==> config.mk <==
export PLATFORM = sky130hd
export DESIGN_NAME = alu_adder_pipe
export DESIGN_NICKNAME = d
export VERILOG_FILES = /design/src/rtl/alu_pkg.sv /design/src/rtl/alu_adder_seg.sv /design/src/rtl/alu_adder_pipe.sv
export SDC_FILE = /design/constraint.sdc
export NUM_CORES = 1
export LEC_CHECK = 0
export ABC_CLOCK_PERIOD_IN_PS = 5300
export BUFFER_PORTS_ARGS = -buffer_cell sky130_fd_sc_hd__buf_2
export CAP_MARGIN = 20
export CORE_MARGIN = 4
export CORE_UTILIZATION = 60
export DETAILED_ROUTE_END_ITERATION = 6
export GPL_ROUTABILITY_DRIVEN = 0
export PLACE_DENSITY = 0.83
export SYNTH_ARGS = -nofsm -noshare
export SYNTH_HDL_FRONTEND = slang
export SYNTH_HIERARCHICAL = 1
export SYNTH_SLANG_ARGS = --single-unit
==> constraint.sdc <==
create_clock -name clk -period 5.3 [get_ports clk]
set_input_delay 1.325 -clock clk [delete_from_list [all_inputs] [get_ports clk]]
set_output_delay 1.325 -clock clk [all_outputs]
set_load 0.01 [all_outputs]
==> src/rtl/alu_pkg.sv <==
// Shared definitions for the carry-pipelined add/subtract unit:
// operation encoding, flag bundle layout and the configuration check.
package alu_pkg;

  // Operation encoding: the sub bit doubles as the stage-0 carry-in.
  typedef enum logic {
    OP_ADD = 1'b0,
    OP_SUB = 1'b1
  } alu_op_e;

  // Flag bundle, MSB first: {z, v, n, c}.
  typedef struct packed {
    logic z;
    logic v;
    logic n;
    logic c;
  } alu_flags_t;

  // A legal configuration splits the operand into STAGES equal,
  // non-empty carry-chain segments.
  function automatic bit cfg_ok(input int width, input int stages);
    return (stages >= 1) && (stages <= width) && ((width % stages) == 0);
  endfunction

endpackage

==> src/rtl/alu_adder_seg.sv <==
// One carry-chain segment: a SEG-bit adder with carry-in/carry-out and
// the stage register that holds this segment's sum bits once computed.
// The combinational sum is also exposed so the final segment's result
// can feed the flag logic in the same cycle it is registered.
module alu_adder_seg
  import alu_pkg::*;
#(
  parameter int SEG = 16
) (
  input  logic           clk,
  input  logic           rst_n,
  input  logic           i_en,
  input  logic [SEG-1:0] i_a,
  input  logic [SEG-1:0] i_bx,
  input  logic           i_cin,
  output logic [SEG-1:0] o_sum_d,
  output logic           o_cout,
  output logic [SEG-1:0] o_sum_q
);

  logic [SEG:0]   w_sum;
  logic [SEG-1:0] r_sum;

  // The carry ripples through this segment only, never beyond SEG bits.
  assign w_sum   = {1'b0, i_a} + {1'b0, i_bx} + {{SEG{1'b0}}, i_cin};
  assign o_sum_d = w_sum[SEG-1:0];
  assign o_cout  = w_sum[SEG];
  assign o_sum_q = r_sum;

  // Stage register for this segment's sum; holds while the pipe is stalled.
  always_ff @(posedge clk or negedge rst_n) begin
    if (!rst_n) begin
      r_sum <= '0;
    end else if (i_en) begin
      r_sum <= w_sum[SEG-1:0];
    end
  end

endmodule

==> src/rtl/alu_adder_pipe.sv <==
// Carry-pipelined add/subtract unit with {z,v,n,c} flags and an opaque tag.
//
// Pipeline layout (index = register boundary):
//   0         : capture register (operands, B already conditionally inverted,
//               stage-0 carry-in = sub, sign mode, tag)
//   k+1       : after segment k has added bits [k*SEG +: SEG]
//   STAGES    : output register (full sum, flags, tag)
// An operation accepted on edge E is presented on out_* after edge E+STAGES.
//
// Handshake: a transfer happens on a rising edge where valid & ready are both
// high. All stages advance together when en = ~out_valid | out_ready and hold
// otherwise (bubbles are not squeezed out). in_ready = en & ~flush & reset, so
// it depends combinationally on out_ready/out_valid/flush only; out_valid is a
// pure register output. flush clears every valid bit on the next edge.
module alu_adder_pipe
  import alu_pkg::*;
#(
  parameter int WIDTH  = 32,
  parameter int STAGES = 2,
  parameter int TAG_W  = 5
) (
  input  logic             clk,
  input  logic             reset,
  input  logic             flush,
  input  logic             in_valid,
  output logic             in_ready,
  input  logic [WIDTH-1:0] in_a,
  input  logic [WIDTH-1:0] in_b,
  input  logic             in_sub,
  input  logic             in_sign,
  input  logic [TAG_W-1:0] in_tag,
  output logic             out_valid,
  input  logic             out_ready,
  output logic [WIDTH-1:0] out_s,
  output logic             out_z,
  output logic             out_v,
  output logic             out_n,
  output logic             out_c,
  output logic [TAG_W-1:0] out_tag
);

  localparam int SEG  = WIDTH / STAGES;
  localparam int LAST = STAGES - 1;

  if (!cfg_ok(WIDTH, STAGES)) begin : g_cfg_err
    $error("alu_adder_pipe: need 1 <= STAGES <= WIDTH and WIDTH %% STAGES == 0");
  end

  // Global advance enable shared by every stage.
  logic w_en;

  // Valid bits and tag travel through every boundary including the output.
  logic             r_vld [0:STAGES];
  logic [TAG_W-1:0] r_tag [0:STAGES];

  // Operand/control state needed by the segments still to be computed.
  logic [WIDTH-1:0] r_a    [0:LAST];
  logic [WIDTH-1:0] r_bx   [0:LAST];
  alu_op_e          r_op   [0:LAST];
  logic             r_sign [0:LAST];
  logic             r_cin  [0:LAST];

  // Lower sum bits already produced by earlier segments, delayed so they
  // line up with the operation. r_lo[k] holds bits below (k-1)*SEG.
  logic [WIDTH-1:0] r_lo [1:STAGES];

  alu_flags_t r_flags;

  // Segment outputs.
  logic [SEG-1:0] w_sum_d [0:LAST];
  logic [SEG-1:0] w_sum_q [0:LAST];
  logic           w_cout  [0:LAST];

  // Registered partial sum visible at each boundary (bits of finished segments).
  logic [WIDTH-1:0] w_ps [0:STAGES];

  // Full result and flags formed in the final segment's cycle.
  logic [WIDTH-1:0] w_s_fin;
  alu_flags_t       w_flags;
  logic             w_s_msb;
  logic             w_a_msb;
  logic             w_bx_msb;

  assign w_en     = ~r_vld[STAGES] | out_ready;
  assign in_ready = w_en & ~flush & reset;

  assign w_ps[0] = '0;

  for (genvar k = 0; k < STAGES; k++) begin : g_seg
    alu_adder_seg #(
      .SEG (SEG)
    ) u_seg (
      .clk     (clk),
      .rst_n   (reset),
      .i_en    (w_en),
      .i_a     (r_a[k][k*SEG +: SEG]),
      .i_bx    (r_bx[k][k*SEG +: SEG]),
      .i_cin   (r_cin[k]),
      .o_sum_d (w_sum_d[k]),
      .o_cout  (w_cout[k]),
      .o_sum_q (w_sum_q[k])
    );

    // r_lo[k+1] only carries bits below k*SEG, so OR-ing in the segment is exact.
    assign w_ps[k+1] = r_lo[k+1] | (WIDTH'(w_sum_q[k]) << (k * SEG));
  end

  assign w_s_fin  = w_ps[LAST] | (WIDTH'(w_sum_d[LAST]) << (LAST * SEG));
  assign w_s_msb  = w_s_fin[WIDTH-1];
  assign w_a_msb  = r_a[LAST][WIDTH-1];
  assign w_bx_msb = r_bx[LAST][WIDTH-1];

  // Flags from the full result; signed mode reports the true sign in n.
  always_comb begin
    w_flags   = '0;
    w_flags.z = (w_s_fin == '0);
    w_flags.c = w_cout[LAST];
    if (r_sign[LAST]) begin
      w_flags.v = (w_a_msb == w_bx_msb) & (w_s_msb != w_a_msb);
      w_flags.n = w_s_msb ^ w_flags.v;
    end else if (r_op[LAST] == OP_SUB) begin
      w_flags.v = ~w_cout[LAST];
      w_flags.n = ~w_cout[LAST];
    end else begin
      w_flags.v = w_cout[LAST];
      w_flags.n = 1'b0;
    end
  end

  // Valid pipeline: flush kills everything in flight, otherwise shift on en.
  always_ff @(posedge clk or negedge reset) begin
    if (!reset) begin
      for (int k = 0; k <= STAGES; k++) begin
        r_vld[k] <= 1'b0;
      end
    end else if (flush) begin
      for (int k = 0; k <= STAGES; k++) begin
        r_vld[k] <= 1'b0;
      end
    end else if (w_en) begin
      r_vld[0] <= in_valid;
      for (int k = 0; k < STAGES; k++) begin
        r_vld[k+1] <= r_vld[k];
      end
    end
  end

  // Data pipeline: advances with en; stale contents behind a flush are harmless.
  always_ff @(posedge clk or negedge reset) begin
    if (!reset) begin
      for (int k = 0; k <= STAGES; k++) begin
        r_tag[k] <= '0;
      end
      for (int k = 0; k < STAGES; k++) begin
        r_a[k]    <= '0;
        r_bx[k]   <= '0;
        r_op[k]   <= OP_ADD;
        r_sign[k] <= 1'b0;
        r_cin[k]  <= 1'b0;
        r_lo[k+1] <= '0;
      end
      r_flags <= '0;
    end else if (w_en) begin
      r_tag[0]  <= in_tag;
      r_a[0]    <= in_a;
      r_bx[0]   <= in_b ^ {WIDTH{in_sub}};
      r_op[0]   <= alu_op_e'(in_sub);
      r_sign[0] <= in_sign;
      r_cin[0]  <= in_sub;
      for (int k = 1; k < STAGES; k++) begin
        r_a[k]    <= r_a[k-1];
        r_bx[k]   <= r_bx[k-1];
        r_op[k]   <= r_op[k-1];
        r_sign[k] <= r_sign[k-1];
        r_cin[k]  <= w_cout[k-1];
      end
      for (int k = 0; k < STAGES; k++) begin
        r_tag[k+1] <= r_tag[k];
        r_lo[k+1]  <= w_ps[k];
      end
      r_flags <= w_flags;
    end
  end

  assign out_valid = r_vld[STAGES];
  assign out_s     = w_ps[STAGES];
  assign out_z     = r_flags.z;
  assign out_v     = r_flags.v;
  assign out_n     = r_flags.n;
  assign out_c     = r_flags.c;
  assign out_tag   = r_tag[STAGES];

endmodule

# Yosys cells after proc, flatten, opt, wreduce, memory -nomap -nowiden
# Cells that the tools add are included.
[classes] n_addsub=4 eq_ne=2 mux=4 n_bitwise=11 n_reduce_logical=2
[ops] op="$or 16x32->32" n=2
[ops] op="$add 16x16->17" n=2
[ops] op="$add 17x1->17" n=2
[ops] op="$logic_not 32->1" n=1
[ops] op="$xor 32x32->32" n=1
[ops] op="$mux 3" n=2
[ops] op="$mux 2" n=2
[ops] op="$and 1x1->1" n=3
[ops] op="$not 1->1" n=3
[ops] op="$reduce_bool 2->1" n=1
[ops] op="$eq 1x1->1" n=1
[ops] op="$ne 1x1->1" n=1
[ops] op="$or 1x1->1" n=1
[ops] op="$xor 1x1->1" n=1
[word_totals] register_bits=203 inputBits=76 output_inout_bits=43 word_cells=45

# Logic depth before layout (Yosys ltp)
[depth] word_depth=7 mapped_depth=12 ltp_nobuf=11

# By module
# Netlist, hierarchy kept.
[modules_own_cells] module="alu_adder_pipe" n_inst=1 cells_each=626 area_per_inst_um2=5740.5 seq_area_each_um2=3478.3
[modules_own_cells] module="alu_adder_seg at g_seg[1].u_seg" n_inst=1 cells_each=159 area_per_inst_um2=1569.0 seq_area_each_um2=400.4
[modules_own_cells] module="alu_adder_seg at g_seg[0].u_seg" n_inst=1 cells_each=157 area_per_inst_um2=1461.4 seq_area_each_um2=400.4

# Least setup slack after synthesis
# OpenSTA, ideal clock, no wires.
[synth_timing] path_kind="input to output" from="input port out_ready" to="output port in_ready" arrival_time_ns=1.974 required_time_ns=3.975 slack_ns=2.001 cell_stages=4 n_path_buf=2 cell_sequence="nor2b_2 > buf_6 > buf_2 > nor3b_1"
[synth_via] elab_chain_cells=3
[synth_rtl] item="start, declared" line_no="alu_adder_pipe.sv:33" source="input logic out_ready,"
[synth_rtl] item="$or 1x1->1" line_no="alu_adder_pipe.sv:84" source="assign w_en = ~r_vld[STAGES] | out_ready;"
[synth_rtl] item="$and 1x1->1 (2 in series)" line_no="alu_adder_pipe.sv:85" source="assign in_ready = w_en & ~flush & reset;"
[synth_rtl] item="end, declared" line_no="alu_adder_pipe.sv:26" source="output logic in_ready,"
# No other way between the ends.

# Worst setup path after layout
# Same ends and word-level chain as after synthesis.

==> out/results.ini <==
[status]
outcome=complete, no violations

[cells_and_area]
drive_gt1_share_pct=19.0
nNetsFinal=1117
final_util_pct=69.6
area_growth_pct=12.1
diodes=0
fin_area_sq_um=9770

[clocking]
cts_max_level=4
cts_buffer_depth=2
hold_buffers=0
root_buffer=clkbuf_16
clk_pin_slew_worst_paths_ps=60
cts_tree=yes
clk_latency_ps=430
cts_resized=0
cts_sinks=171
cts_buffers=17
cts_setup_buffers=0

[global_routing]
grt_pass1_vias=6538
grt_usage_pct=23.1
grt_max_degree=92
grt_pass1_wl_um=30700
antenna_found_initial=0
grt_overflow=0

[power_and_ir_drop]
peakVddDrop_uv=248
p_leak_uw=0.00479
p_per_area_nw_per_um2=406

[placement]
hpwl_um=12600
place_area_sq_um=9150
dp_slack_ps=1640
port_buffers=118

[timing]
min_period_ps=3540
fin_hold_ws_ps=461
setup_ws_ps=1760
final_max_slew_viol_count=0
worst_pin_slew_ps=985
fin_crit_sh_pct=66.7
fin_skew_ps=7.69
timing_hold_violations_final=0
max-slew-margin-rel_pct=34.4
fmax_ghz=0.283
finalSetupViolCount=0
fin_setup_tns_ps=0
rsz0062_at_grt=no

[detailed_routing]
first_iter_violations=503
drt-total-wl_um=18100
vias_per_cell=5.46
num_vias=6543
antenna_left=0
wl_per_cell_um=15.1
drc=0
drt_first_pass_iters=5

[critical_path]
worst_path_most_repeated_cell=buf_2
crit_start=out_ready
slowest_stage=buf_4
crit_fanout=46
critical_path_class=input port to output port
cp_data_required_time_ps=3970
r2r-start=r_a[16]
start_kind=input port
critPathCaptureType=output port
slowest_delay_ps=420
r2r_slack_ps=1810
crit_chain=buf_2 -> nor2b_4 -> buf_4 -> nor3b_1 -> buf_2
arrival_ps=2210

[die]
start_util_pct=62.1
die_y_um=129
ioPinCount=119
fp-row-count=43
die_area_sq_um=16500
core_area_sq_um=14000
fp.dieW_um=129

[logic_synthesis]
syn-num-nets=1046
synth_area_sq_um=8720
yosys_warnings=6
syn_avg_cell_area_sq_um=9.32
synthCells=935

[worst_hold_path]
hp-class=flip-flop to flip-flop
min_from=r_lo[7]

[flow_run]
maxCapViolCount=0

-- worst max-delay path, delay by kind of cell --
kind                   cells  cell delay [ps]
buffers and inverters      3              690
AND/OR/NAND/NOR            2              190
-- cells in the final DEF, fill, tap and decap left out, drive strengths merged, types with 3 or more instances in the layout --
cell,n
ha,31
o311ai,5
mux2,21
a21o,18
o21ai,44
a311o,4
and3,7
o31ai,3
buf,124
xnor2,45
clkinv,5
a31o,3
o21a,5
fa,4
nor4,9
xor2,8
nand3,6
nand2b,3
mux2i,5
nor2b,3
a41oi,3
a21oi,26
o211ai,4
bufinv,3
nand4,11
inv,10
nor2,17
clkbuf,19
nand2,365
a311oi,3
a31oi,5
a211oi,5
dfrtp,171
-- per-layer routing --
metal	vias to the layer above	track usage [%]	part of all wire [%]
li1	3252	-	-
met1	3091	29.5	43
met2	159	38.5	50
met3	41	5.11	4.8
met4	0	9.64	3.0
met5	-	0	0
-- sequential cells by signal, summed over array words and instances (netlist names) --
| signal | flops |
|---|---|
| g_seg.u_seg/o_sum_q | 32 |
| out_c | 1 |
| out_n | 1 |
| out_tag | 5 |
| out_v | 1 |
| out_valid | 1 |
| out_z | 1 |
| r_a | 48 |
| r_bx | 48 |
| r_cin | 2 |
| r_lo | 16 |
| r_op | 1 |
| r_sign | 2 |
| r_tag | 10 |
| r_vld | 2 |
-- stage by stage --
stage,instances,total power [uW]
6_report,1199,3960
4_1_cts,1199,3990
5_1_grt,1199,4180
2_1_floorplan,935,2410
3_5_place_dp,1167,2680
3_3_place_gp,1167,2650
-- path summary, 6_finish.rpt --
check / end / cells past startpoint
max: in_ready / 5
min: r_lo[7] / 2
max reg2reg: out_v / 11
min reg2reg: r_lo[7] / 2
max in group asynchronous: r_bx[20] / 3
min in group asynchronous: g_seg[1].u_seg/o_sum_q[8] / 1
-- report_power, final --
group          internal, uW  switching (uW)  total, uW
clock                   770             522       1290
sequential             1540             160       1700
combinational           431             541        972
total                  2740            1220       3960
-- area by class of cell --
class,instances,area (sq um)
Sequential cell,171,4280
Tap cell,180,225
Inverter,7,28.8
Multi-Input combinational cell,685,3980
Clock buffer,19,453
Clock inverter,13,164
Fill cell,1111,4270
Timing Repair Buffer,124,642
Power figures use the tool's default switching activity.
